`config.mk`:
```
export PLATFORM = sky130hd
export DESIGN_NAME = multicycle_controller
export DESIGN_NICKNAME = d
export VERILOG_FILES = /design/src/rtl/multicycle_controller.sv
export SDC_FILE = /design/constraint.sdc
export NUM_CORES = 1
export LEC_CHECK = 0
export ABC_AREA = 1
export CAP_MARGIN = 20
export CORE_MARGIN = 3
export CORE_UTILIZATION = 55
export CTS_CLUSTER_DIAMETER = 100
export DETAILED_ROUTE_END_ITERATION = 16
export PLACE_DENSITY_LB_ADDON = 0.25
export SYNTH_ARGS = -nofsm -noshare
export SYNTH_HDL_FRONTEND = slang
export SYNTH_SLANG_ARGS = --single-unit
```
`constraint.sdc`:
```
create_clock -name clk -period 2.8 [get_ports clk]
set_input_delay 0.7 -clock clk [delete_from_list [all_inputs] [get_ports clk]]
set_output_delay 0.7 -clock clk [all_outputs]
set_load 0.01 [all_outputs]
```
`src/rtl/multicycle_controller.sv`:
```
// -----------------------------------------------------------------------------
// multicycle_controller
//
// Moore-style control FSM for a multi-cycle MIPS-like datapath. It walks each
// instruction through fetch, decode and the per-class execute/memory/writeback
// states. A wait counter guards the three states that wait on mem_ready. When
// the counter runs out, or DECODE sees an unknown opcode, the FSM parks in
// FAULT. It stays there until rst is asserted.
//
// Build option:
//   MC_BNE_EN  - when defined, opcode 000101 (bne) is decoded into BRANCH with
//                branch_ne=1. When undefined, that opcode is illegal and
//                branch_ne is tied low.
//
// Parameters:
//   TIMEOUT_CYC - maximum cycles a memory state waits for mem_ready (0 = off)
//   ST_W        - width of the state output, must be at least 4
//
// Ports:
//   clk        in   clock, all state changes on the rising edge
//   rst        in   synchronous active-high reset
//   op_code    in   6-bit instruction opcode, sampled in DECODE
//   mem_ready  in   completion strobe for the outstanding mem_req
//   mem_req, mem_write, i_or_d, ir_write, pc_write, branch, branch_ne,
//   mem_reg, reg_dest, reg_write, ALU_SRC_A
//              out  1-bit datapath controls
//   ALU_SRC_B, ALU_OP, pc_src
//              out  2-bit datapath controls
//   fault      out  sticky fault flag
//   fault_code out  01 illegal opcode, 10 memory timeout, 00 while no fault
//   state      out  current state encoding, zero-extended to ST_W bits
//
// State table:
//   IDLE   (0)  | post-reset, no memory request outstanding
//   FETCH  (1)  | instruction read, IR/PC load on mem_ready
//   DECODE (2)  | register read, branch target add, opcode latch
//   MEMADR (3)  | effective address for lw/sw
//   MEMRD  (4)  | data read, waits for mem_ready
//   MEMWB  (5)  | load data written to register file
//   MEMWR  (6)  | data write, waits for mem_ready
//   RTEXE  (7)  | R-type ALU operation
//   ALUWB  (8)  | R-type result written back
//   BRANCH (9)  | beq (or bne) compare and conditional PC update
//   ADDIEX (10) | addi ALU operation
//   ADDIWB (11) | addi result written back
//   JUMP   (12) | unconditional PC load
//   FAULT  (13) | parked until reset, controls off
// -----------------------------------------------------------------------------
module multicycle_controller #(
    parameter int TIMEOUT_CYC = 15,
    parameter int ST_W        = 4
) (
    input  logic            clk,
    input  logic            rst,
    input  logic [5:0]      op_code,
    input  logic            mem_ready,
    output logic            mem_req,
    output logic            mem_write,
    output logic            i_or_d,
    output logic            ir_write,
    output logic            pc_write,
    output logic            branch,
    output logic            branch_ne,
    output logic            mem_reg,
    output logic            reg_dest,
    output logic            reg_write,
    output logic            ALU_SRC_A,
    output logic [1:0]      ALU_SRC_B,
    output logic [1:0]      ALU_OP,
    output logic [1:0]      pc_src,
    output logic            fault,
    output logic [1:0]      fault_code,
    output logic [ST_W-1:0] state
);

    if (ST_W < 4) begin : g_st_w_check
        $error("multicycle_controller: ST_W must be at least 4");
    end

    localparam int CNT_W = (TIMEOUT_CYC > 0) ? (($clog2(TIMEOUT_CYC + 1) > 0) ? $clog2(TIMEOUT_CYC + 1) : 1) : 1;
    localparam bit TMO_EN = (TIMEOUT_CYC > 0);
    localparam logic [CNT_W-1:0] TMO_LAST = CNT_W'((TIMEOUT_CYC > 0) ? TIMEOUT_CYC - 1 : 0);
    localparam logic [CNT_W-1:0] CNT_MAX  = {CNT_W{1'b1}};

    localparam logic [5:0] OP_RTYPE = 6'b000000;
    localparam logic [5:0] OP_J     = 6'b000010;
    localparam logic [5:0] OP_BEQ   = 6'b000100;
    localparam logic [5:0] OP_BNE   = 6'b000101;
    localparam logic [5:0] OP_ADDI  = 6'b001000;
    localparam logic [5:0] OP_LW    = 6'b100011;
    localparam logic [5:0] OP_SW    = 6'b101011;

    localparam logic [1:0] FC_NONE    = 2'b00;
    localparam logic [1:0] FC_ILLEGAL = 2'b01;
    localparam logic [1:0] FC_TIMEOUT = 2'b10;

    typedef enum logic [3:0] {
        IDLE   = 4'd0,
        FETCH  = 4'd1,
        DECODE = 4'd2,
        MEMADR = 4'd3,
        MEMRD  = 4'd4,
        MEMWB  = 4'd5,
        MEMWR  = 4'd6,
        RTEXE  = 4'd7,
        ALUWB  = 4'd8,
        BRANCH = 4'd9,
        ADDIEX = 4'd10,
        ADDIWB = 4'd11,
        JUMP   = 4'd12,
        FAULT  = 4'd13
    } state_t;

    // Registered control word. ir_write and pc_write are not stored directly:
    // in FETCH they have to follow mem_ready in the same cycle, so only the
    // "in FETCH" and "in JUMP" qualifiers are registered.
    typedef struct packed {
        logic       mem_req;
        logic       mem_write;
        logic       i_or_d;
        logic       in_fetch;
        logic       pc_write_jump;
        logic       branch;
        logic       branch_ne;
        logic       mem_reg;
        logic       reg_dest;
        logic       reg_write;
        logic       alu_src_a;
        logic [1:0] alu_src_b;
        logic [1:0] alu_op;
        logic [1:0] pc_src;
        logic       fault;
    } ctrl_t;

    state_t           state_q;
    state_t           state_d;
    logic [5:0]       op_q;
    logic [5:0]       op_d;
    logic [CNT_W-1:0] wait_cnt;
    logic [1:0]       code_d;
    logic             timeout;
    logic             bne_sel;
    ctrl_t            ctrl_q;
    ctrl_t            ctrl_d;

    // mem_ready is checked before the timeout, so a completion that lands on
    // the last allowed cycle still counts as completion.
    assign timeout = TMO_EN && !mem_ready && (wait_cnt == TMO_LAST);

    function automatic logic is_wait_state(input state_t s);
        return (s == FETCH) || (s == MEMRD) || (s == MEMWR);
    endfunction

    always_comb begin
        state_d = state_q;
        op_d    = op_q;
        code_d  = FC_NONE;
        case (state_q)
            IDLE:   state_d = FETCH;
            FETCH: begin
                if (mem_ready) begin
                    state_d = DECODE;
                end else if (timeout) begin
                    state_d = FAULT;
                    code_d  = FC_TIMEOUT;
                end
            end
            DECODE: begin
                op_d = op_code;
                case (op_code)
                    OP_LW, OP_SW: state_d = MEMADR;
                    OP_RTYPE:     state_d = RTEXE;
                    OP_ADDI:      state_d = ADDIEX;
                    OP_BEQ:       state_d = BRANCH;
                    OP_J:         state_d = JUMP;
`ifdef MC_BNE_EN
                    OP_BNE:       state_d = BRANCH;
`endif
                    default: begin
                        state_d = FAULT;
                        code_d  = FC_ILLEGAL;
                    end
                endcase
            end
            MEMADR: state_d = (op_q == OP_LW) ? MEMRD : MEMWR;
            MEMRD: begin
                if (mem_ready) begin
                    state_d = MEMWB;
                end else if (timeout) begin
                    state_d = FAULT;
                    code_d  = FC_TIMEOUT;
                end
            end
            MEMWR: begin
                if (mem_ready) begin
                    state_d = FETCH;
                end else if (timeout) begin
                    state_d = FAULT;
                    code_d  = FC_TIMEOUT;
                end
            end
            MEMWB, ALUWB, ADDIWB, BRANCH, JUMP: state_d = FETCH;
            RTEXE:  state_d = ALUWB;
            ADDIEX: state_d = ADDIWB;
            FAULT:  state_d = FAULT;
            default: state_d = IDLE;
        endcase
    end

`ifdef MC_BNE_EN
    assign bne_sel = (op_d == OP_BNE);
`else
    assign bne_sel = 1'b0;
`endif

    // Control word for the state being entered, so outputs come straight
    // from flops once the edge has happened.
    always_comb begin
        ctrl_d = '0;
        case (state_d)
            FETCH: begin
                ctrl_d.mem_req   = 1'b1;
                ctrl_d.in_fetch  = 1'b1;
                ctrl_d.alu_src_b = 2'b01;
            end
            DECODE: ctrl_d.alu_src_b = 2'b11;
            MEMADR: begin
                ctrl_d.alu_src_a = 1'b1;
                ctrl_d.alu_src_b = 2'b10;
            end
            MEMRD: begin
                ctrl_d.mem_req = 1'b1;
                ctrl_d.i_or_d  = 1'b1;
            end
            MEMWB: begin
                ctrl_d.reg_write = 1'b1;
                ctrl_d.mem_reg   = 1'b1;
            end
            MEMWR: begin
                ctrl_d.mem_req   = 1'b1;
                ctrl_d.mem_write = 1'b1;
                ctrl_d.i_or_d    = 1'b1;
            end
            RTEXE: begin
                ctrl_d.alu_src_a = 1'b1;
                ctrl_d.alu_op    = 2'b10;
            end
            ALUWB: begin
                ctrl_d.reg_dest  = 1'b1;
                ctrl_d.reg_write = 1'b1;
            end
            BRANCH: begin
                ctrl_d.alu_src_a = 1'b1;
                ctrl_d.alu_op    = 2'b01;
                ctrl_d.pc_src    = 2'b01;
                ctrl_d.branch    = !bne_sel;
                ctrl_d.branch_ne = bne_sel;
            end
            ADDIEX: begin
                ctrl_d.alu_src_a = 1'b1;
                ctrl_d.alu_src_b = 2'b10;
            end
            ADDIWB: ctrl_d.reg_write = 1'b1;
            JUMP: begin
                ctrl_d.pc_write_jump = 1'b1;
                ctrl_d.pc_src        = 2'b10;
            end
            FAULT:  ctrl_d.fault = 1'b1;
            default: ctrl_d = '0;
        endcase
    end

    always_ff @(posedge clk) begin
        if (rst) begin
            state_q    <= IDLE;
            op_q       <= '0;
            wait_cnt   <= '0;
            ctrl_q     <= '0;
            fault_code <= FC_NONE;
        end else begin
            state_q <= state_d;
            op_q    <= op_d;
            ctrl_q  <= ctrl_d;
            // Once in FAULT the code is frozen; elsewhere it is only non-zero
            // on the edge that enters FAULT.
            if (state_q != FAULT) begin
                fault_code <= code_d;
            end
            if ((state_d != state_q) && is_wait_state(state_d)) begin
                wait_cnt <= '0;
            end else if (is_wait_state(state_q) && !mem_ready && (wait_cnt != CNT_MAX)) begin
                wait_cnt <= wait_cnt + CNT_W'(1);
            end
        end
    end

    assign mem_req   = ctrl_q.mem_req;
    assign mem_write = ctrl_q.mem_write;
    assign i_or_d    = ctrl_q.i_or_d;
    assign ir_write  = ctrl_q.in_fetch & mem_ready;
    assign pc_write  = ctrl_q.pc_write_jump | (ctrl_q.in_fetch & mem_ready);
    assign branch    = ctrl_q.branch;
    assign branch_ne = ctrl_q.branch_ne;
    assign mem_reg   = ctrl_q.mem_reg;
    assign reg_dest  = ctrl_q.reg_dest;
    assign reg_write = ctrl_q.reg_write;
    assign ALU_SRC_A = ctrl_q.alu_src_a;
    assign ALU_SRC_B = ctrl_q.alu_src_b;
    assign ALU_OP    = ctrl_q.alu_op;
    assign pc_src    = ctrl_q.pc_src;
    assign fault     = ctrl_q.fault;
    assign state     = ST_W'(state_q);

endmodule

```
==> results.md, run 1 <==
- The peak supply drop is 0.0003991 V.
- The TritonCTS clock tree is built.
- The arrival time reported for the critical path endpoint is between 1500 and 2000 ps.
- The signed area change from the synthesized netlist to the final layout is 22.52%.
- The register with the most flip-flops in the final layout is op_q.
- At the end of routability-driven placement, the weighted congestion stood at 0.9797.
- The synthesis-stage register bit count is 32.
- The clock tree buffer depth is 2.
- The pre-antenna-repair detailed-routing pass consisted of 4 iterations.
- The register with the most flip-flops in the layout has 6 of them.
- The total overflow left after global routing is 0.
- The die footprint is ~3700 sq um.
- The root buffer cell is sky130_fd_sc_hd__clkbuf_4.
- The setup violation total in the final timing report is 0.
- In this run the cell area measured after placement is 1952 sq um.
- The critical path goes through clkdlybuf4s50_1, nand2_1, inv_1, or2_2, clkdlybuf4s50_1.
- The clock reaches the later pin of the worst-skew pair after ~330 ps.
- Global routing used 20.88% of the available tracks.
- Measured along the y axis, the die boundary spans 60.86 microns.
- The reg-to-reg critical path startpoint is state[1]$_SDFF_PP0_.
- By instance count, the cell type seen most on the critical path is sky130_fd_sc_hd__clkdlybuf4s50_1.
- The initial antenna violation count is 0.
- The count of nets after finishing is between 200 and 300.
- For this run, design rule violations remaining after detail routing come to 0.
- The final max-slew violation count is 0.
- The proportion of layout cells with a drive suffix above 1 is 15.30%.
- The cell family contributing the most delay on the critical path is buffers and inverters.
- The largest fanout of any net on the critical path is 2.
- 33 I/O pins were placed.
- The synthesized netlist cell count is 236.
- The first global-routing pass estimated between 5000 and 6000 microns of wire.
- Summing the sequential cell areas from Yosys gives 38.70% of the chip area.
- The initial utilization of the core area, before any placement, comes to 59.01%.
- The launch point of the critical path is mem_ready.
- The TritonCTS buffer count is 5.
- Counting I/O delays and the setup requirement, the final critical path takes roughly 2700 ps.
- The startpoint type of the worst setup path is an input port.
- The number of nets in the synthesized netlist is 247.
- The number of hold buffers added after CTS was 0.
- The path type of the worst setup path is input port to primary output.
- The floorplan step defined a core boundary enclosing about 2800 sq um.
- The run finished with clean final reports.
- The post-CTS clock slew at the launch and capture registers of the worst setup and hold paths is about 80 ps.
- With fillers left out, the area of the finished cells amounts to between 2000 and 2500 sq um.
- After layout, the worst path uses a little over nine tenths of the clock period.
- During synthesis, Yosys emitted a total of 0 warnings.
- For this design the ratio of total power to cell area is 718.7 nW/um^2.
- The number of failing hold endpoints at the final stage is 0.
- A synthesized cell averages 7.014 sq um.
- Based on the critical path, the design can be clocked at up to 0.3759 GHz.
- The path type of the worst min-delay path is register to register.
- The die is 60.86 microns wide.
- The via density per instance is approximately 5.2.
- The number of library cell types mapped by synthesis is 31.
- For this run, the slowest stage of the critical path takes ~470 ps.
- The post-route antenna net violation count is 0.
- The count of buffers added on input and output ports is 31.
- The via count of the first global-routing pass is roughly 1.4k.
- The number of buffers and inverters on the critical path is 3.
- The tree built by TritonCTS fans out to 32 sinks.
- The total vias in the final route is 1551.
- After floorplanning, the core was divided into 19 placement rows.
- Entering global routing, the biggest net connects 13 pins.
- In this run the cell area of the synthesized design comes to approximately 1700 sq um.
- After legalization and detailed placement, the total HPWL measured 2537 microns.
- The tool flagged a number of max-cap violations equal to 0.
- For the worst setup path, the data required time is between 2000 and 2500 ps.
- The startpoint identified for the worst hold timing path is fault_code[1]$_SDFFE_PP0P_.
- The number of antenna diodes in the final layout is 0.
- For the final database, setup skew stands at around 9 ps.
- Summed over all layers, the routed wires come to 3451 microns.
- The average detailed-routed wire length per instance is 11.54 microns.
- Among all stages on the critical path, the largest delay is contributed by sky130_fd_sc_hd__clkdlybuf4s50_1.
- The total number of H-tree levels is 2.
- The post-CTS setup repair buffer count is 0.
- The library cells used most frequently in the layout, excluding fill and tap cells, are sky130_fd_sc_hd__nand2_1, sky130_fd_sc_hd__nor2_1, sky130_fd_sc_hd__dfxtp_1, sky130_fd_sc_hd__clkdlybuf4s50_1, sky130_fd_sc_hd__inv_1.
- Leaving out fill and tap cells, the most frequent cell in the layout is sky130_fd_sc_hd__nand2_1.
- Setup total negative slack on the finished layout was measured at 0 ps.
- The leakage power total is 0.9480 nW.
- STA classifies the critical path endpoint as a primary output.
- Setup repair after global routing left no endpoint under its margin.
- The count of instances resized after the clock tree is built is 0.
- The iteration-0 DRC count of the detailed router is 49.
[power by group]
part | total, mW | internal [mW] | switching, mW
combinational | 0.561 | 0.219 | 0.342
sequential | 0.561 | 0.514 | 0.0467
clock | 0.336 | 0.187 | 0.149
[path summary, 6_finish.rpt]
| path | cells past startpoint | slack [ps] | end |
|---|---|---|---|
| max | 5 | 140 | pc_write |
| min | 2 | 470 | fault_code[1]$_SDFFE_PP0P_ |
| max reg2reg | 12 | 770 | wait_cnt[1]$_SDFFE_PP0P_ |
| min reg2reg | 2 | 470 | fault_code[1]$_SDFFE_PP0P_ |
[worst reg2reg max path, delay by kind of cell, from the launching register on]
kind | cells | cell delay [ps]
AND/OR/NAND/NOR | 9 | 1080
flip-flops | 1 | 530
buffers and inverters | 3 | 380
[metrics by stage]
stage	setup WS (ps)	hold WS (ps)	instances	util, %	power (mW)
floorplan	869.9	430.1	236	-	0.9605
global placement	151.8	441.4	291	69.58	1.112
detailed placement	134.2	454.1	291	69.58	1.119
CTS	125.7	467.6	299	72.30	1.459
global route	80.10	491.0	299	72.30	1.549
finish	139.5	470.2	299	72.30	1.458
[metal layers]
metal	up-vias	track usage, %	routed length [microns]
met5	-	0	0
met4	0	11.76	129
met3	14	5.745	248
met2	63	32.82	1551
met1	680	25.68	1521
li1	794	-	-
[kinds of logic after synthesis]
| family | count (synthesis) | share of synthesized area [%] |
|---|---|---|
| AOI/OAI and AO/OA | 23 | 7.332 |
| xor gates and xnor gates | 3 | 1.588 |
| adders and majority gates | 2 | 1.511 |
| buffers and inverters | 42 | 11.79 |
| DFF | 32 | 38.70 |
| other | 1 | 0.2265 |
| and+or+nand+nor | 133 | 38.85 |
[cells in the mapped netlist]
| library cell | count | area (sq um) |
|---|---|---|
| sky130_fd_sc_hd__nor3_1 | 5 | 25.02 |
| sky130_fd_sc_hd__clkbuf_1 | 1 | 3.750 |
| sky130_fd_sc_hd__nor2_2 | 6 | 37.54 |
| sky130_fd_sc_hd__nand2_4 | 2 | 22.52 |
| sky130_fd_sc_hd__or2_2 | 1 | 6.260 |
| sky130_fd_sc_hd__conb_1 | 1 | 3.750 |
| sky130_fd_sc_hd__inv_4 | 1 | 6.260 |
| sky130_fd_sc_hd__nand3b_1 | 1 | 7.510 |
| sky130_fd_sc_hd__inv_1 | 22 | 82.58 |
| sky130_fd_sc_hd__nand2_1 | 46 | 172.7 |
| sky130_fd_sc_hd__ha_1 | 2 | 25.02 |
| sky130_fd_sc_hd__nand2_2 | 4 | 25.02 |
| sky130_fd_sc_hd__o21ai_0 | 8 | 40.04 |
| sky130_fd_sc_hd__o22ai_1 | 1 | 6.260 |
| sky130_fd_sc_hd__o21ai_1 | 1 | 5.000 |
| sky130_fd_sc_hd__inv_2 | 9 | 33.78 |
| sky130_fd_sc_hd__dfxtp_1 | 32 | 640.6 |
| sky130_fd_sc_hd__a21oi_1 | 11 | 55.05 |
| sky130_fd_sc_hd__nand3_1 | 20 | 100.1 |
| sky130_fd_sc_hd__nor2_4 | 5 | 56.30 |
| sky130_fd_sc_hd__nand4_2 | 1 | 12.51 |
| sky130_fd_sc_hd__xor2_1 | 2 | 17.52 |
| sky130_fd_sc_hd__clkinv_2 | 1 | 5.000 |
| sky130_fd_sc_hd__buf_4 | 7 | 52.55 |
| sky130_fd_sc_hd__nor2_1 | 37 | 138.9 |
| sky130_fd_sc_hd__o211ai_1 | 1 | 7.510 |
| sky130_fd_sc_hd__nand4_1 | 3 | 18.77 |
| sky130_fd_sc_hd__xnor2_1 | 1 | 8.760 |
| sky130_fd_sc_hd__nand3_2 | 2 | 20.02 |
| sky130_fd_sc_hd__buf_6 | 1 | 11.26 |
| sky130_fd_sc_hd__a21boi_1 | 1 | 7.510 |
[area by class of cell]
| cell class | instances | area (sq um) |
|---|---|---|
| tap | 31 | 38.79 |
| sequential | 32 | 640.6 |
| timing repair buffer | 33 | 325.3 |
| clock buffer | 6 | 41.29 |
| multi-input combinational | 162 | 819.5 |
| clock inverter | 2 | 35.03 |
| fill | 238 | 777.0 |
| inverter | 33 | 127.6 |
Note: power is estimated with default switching activity, not from simulation.
==> inputs of run 2 (changes only) <==
--- a/config.mk
+++ b/config.mk
@@ -12,6 +12,7 @@
 export CTS_CLUSTER_DIAMETER = 100
 export DETAILED_ROUTE_END_ITERATION = 16
 export PLACE_DENSITY_LB_ADDON = 0.25
+export SETUP_SLACK_MARGIN = 0.1
 export SYNTH_ARGS = -nofsm -noshare
 export SYNTH_HDL_FRONTEND = slang
 export SYNTH_SLANG_ARGS = --single-unit
==> results.md, run 2 (synthesis results as in run 1) <==
- The run finished with clean final reports.
- The met2 routing resource usage after global routing was 32.82% (unchanged).
- The setup TNS after final layout was 0 ps (unchanged).
- met2 is the most crowded layer.
- The largest stage delay on the critical path was 520 ps (+50 ps).
- The die footprint was 3704 sq um (unchanged).
- The TritonCTS buffer count is 5 (unchanged).
- The via density per instance is 5.187 (unchanged).
- The post-CTS clock slew at the launch and capture registers of the worst setup and hold paths came to 80 ps (about the same).
- The global-route total usage across every layer is 20.88% (unchanged).
- The wire length of the first global-routing pass is 5678 microns (unchanged).
- The pre-CTS worst setup slack came to 134.2 ps (unchanged).
- The minimum hold slack came to 470.2 ps (unchanged).
- The path type of the worst min-delay path is register to register.
- The post-layout worst setup margin is 289.3 ps (+149.7 ps).
- The shortest clock period the worst path allows after layout was 2511 ps (-149.7 ps).
- The global-route track usage on met1 is 25.68% (unchanged).
- The area of the core is 2805 sq um (unchanged).
- The proportion of layout cells with a drive suffix above 1 is 15.30% (unchanged).
- The number of fill cells is 237 (-0.42%).
- The startpoint type of the worst setup path is an input port.
- The initial antenna violation count is 0 (unchanged).
- The critical path ends at ir_write.
- The largest net degree at the start of global routing was 13 (unchanged).
- The count of unresolved DRC violations after routing is 0 (unchanged).
- The met3 usage in global routing is 5.745% (unchanged).
- The total power consumption of the routed design is 1.457 mW (about the same).
- The final clock period utilization by the worst path is 89.67% (-5.3 points).
- The launch point of the critical path is mem_ready.
- The largest clock skew in the final design was 8.914 ps (unchanged).
- The largest fanout of any net on the critical path is 2 (unchanged).
- The number of port buffers is 31 (unchanged).
- The number of core rows is 19 (unchanged).
- The post-route cell area is 2031 sq um (+0.12%).
- The total buffers and inverters traversed by the critical path is 3 (unchanged).
- The number of failing hold endpoints at the final stage is 0 (unchanged).
- The final max-slew violation count is 0 (unchanged).
- The average detailed-routed wire length per instance is 11.55 microns (about the same).
- The die span in y came to 60.86 microns (unchanged).
- The count of hold-fix buffers inserted at cts is 0 (unchanged).
- The placed standard-cell area is 1952 sq um (unchanged).
- Leaving out fill and tap cells, the most frequent cell in the layout is sky130_fd_sc_hd__nand2_1.
- The power per cell area is 717.3 nW/um^2 (-0.19%).
- The signed area change from the synthesized netlist to the final layout is 22.68%.
- The total vias in the final route was 1551 (unchanged).
- The via count of the first global-routing pass came to 1388 (unchanged).
- The required time of the critical path is 2100 ps (about the same).
- The number of inserted diodes came to 0 (unchanged).
- The die width is 60.86 microns (unchanged).
- The TritonCTS clock tree is built.
- The count of instances resized after the clock tree is built is 0 (unchanged).
- The arrival time reported for the critical path endpoint is 1810 ps (-150 ps).
- The number of cells on the critical path is 4 (-1).
- The total number of H-tree levels is 2 (unchanged).
- The slowest stage of the critical path is the sky130_fd_sc_hd__clkdlybuf4s50_1 cell.
- The number of maximum-capacitance violations is 0 (unchanged).
- The number of flip-flops under the largest register name is 6 (unchanged).
- The root buffer cell is sky130_fd_sc_hd__clkbuf_4.
- In the layout the commonest cells are sky130_fd_sc_hd__nand2_1, sky130_fd_sc_hd__nor2_1, sky130_fd_sc_hd__dfxtp_1, sky130_fd_sc_hd__clkdlybuf4s50_1, sky130_fd_sc_hd__inv_1.
- The most common cell type on the critical path is sky130_fd_sc_hd__clkdlybuf4s50_1.
- The clock tree buffer depth is 2 (unchanged).
- The path type of the worst setup path is input port to primary output.
- The initial standard-cell utilization of the core is 59.01% (unchanged).
- The later-pin clock latency in the skew report was 330 ps (about the same).
- The final wirelength is 3452 microns (about the same).
- The leakage power total is 0.9645 nW (+1.7%).
- The kind of cell adding the most delay to the critical path is buffers and inverters.
- The total I/O pin count is 33 (unchanged).
- The fmax is 0.3983 GHz (+6.0%).
- The post-CTS setup repair buffer count was 0 (unchanged).
- The total iterations of the first detailed-routing run is 4 (unchanged).
- The worst reg-to-reg path cell count is 12 (unchanged).
- The capturing point of the worst reg2reg path is wait_cnt[1]$_SDFFE_PP0P_.
- The total congestion overflow came to 0 (unchanged).
- The iteration-0 DRC count of the detailed router came to 49 (unchanged).
- The setup slack on the worst flop-to-flop path is 770 ps (about the same).
- The type of destination of the critical path is a primary output.
- The setup violation total in the final timing report was 0 (unchanged).
- The post-route antenna net violation count is 0 (unchanged).
- More flip-flops sit in one register than any other, and that register is op_q.
- Setup repair after global routing left no endpoint under its margin.
- The reg-to-reg critical path startpoint is state[1]$_SDFF_PP0_.
- The total clock sinks is 32 (unchanged).
- The placer's final routability congestion estimate is 0.9797 (unchanged).
- Walking the worst path, the cells encountered are clkdlybuf4s50_1, nand2_1, inv_1, clkdlybuf4s50_1.
- The peak supply drop came to 0.0003990 V (about the same).
- The count of nets after finishing came to 278 (unchanged).
- The detailed placer's ending HPWL is 2537 microns (unchanged).
-- run 2: cell count changes in the layout (fill, tap and decap cells not counted) --
cell | before | now
sky130_fd_sc_hd__clkdlybuf4s50_1 | 31 | 30
sky130_fd_sc_hd__dlymetal6s2s_1 | 0 | 1
-- run 2: worst min-delay path by stage --
stage,start,to,slack [ps],cells past startpoint
final,fault_code[1]$_SDFFE_PP0P_,fault_code[1]$_SDFFE_PP0P_,470,2
after global routing,op_q[1]$_SDFFE_PP0P_,op_q[1]$_SDFFE_PP0P_,490,2
after CTS,op_q[1]$_SDFFE_PP0P_,op_q[1]$_SDFFE_PP0P_,470,2
after detailed placement,op_q[1]$_SDFFE_PP0P_,op_q[1]$_SDFFE_PP0P_,450,2
after global placement,op_q[1]$_SDFFE_PP0P_,op_q[1]$_SDFFE_PP0P_,440,2
after floorplan,op_q[1]$_SDFFE_PP0P_,op_q[1]$_SDFFE_PP0P_,430,2
-- run 2: stage by stage --
step                instances  util, %
floorplan                 236        -
global placement          291    69.58
detailed placement        291    69.58
CTS                       299    72.30
global route              299    72.39
finish                    299    72.39
-- run 2: power by group --
group / internal, mW / switching, mW / total [mW] / leakage (nW)
logic: 0.218 / 0.342 / 0.560 / 0.663
clock network: 0.187 / 0.149 / 0.336 / 0.0422
registers: 0.514 / 0.0467 / 0.561 / 0.260
total: 0.919 / 0.538 / 1.46 / 0.964
-- run 2: layer usage --
layer | part of all wire [%] | vias up | wire (microns)
met2 | 45 | 63 | 1551
met3 | 7.2 | 14 | 250
met1 | 44 | 680 | 1521
met5 | 0 | - | 0
li1 | - | 794 | -
met4 | 3.7 | 0 | 129
-- run 2: worst reg2reg max path, cell delays in order, from the launching register on --
cell                      delay (ps)
sky130_fd_sc_hd__dfxtp_1         530
sky130_fd_sc_hd__inv_2           100
sky130_fd_sc_hd__nor2_4          150
sky130_fd_sc_hd__nand2_2         130
sky130_fd_sc_hd__inv_2           200
sky130_fd_sc_hd__nand2_1         170
sky130_fd_sc_hd__nand3_2         200
sky130_fd_sc_hd__inv_2            80
sky130_fd_sc_hd__nand4_2         120
sky130_fd_sc_hd__nand2_1          60
sky130_fd_sc_hd__nand2_1          80
sky130_fd_sc_hd__nand2_2          80
sky130_fd_sc_hd__nor2_1           90
-- run 2: layout make-up --
type,instances,area [sq um],area share [%]
Timing Repair Buffer,33,327.8,16.14
Tap cell,31,38.79,1.910
Sequential cell,32,640.6,31.55
Clock inverter,2,35.03,1.725
Clock buffer,6,41.29,2.033
Inverter,33,127.6,6.285
Multi-Input combinational cell,162,819.5,40.36
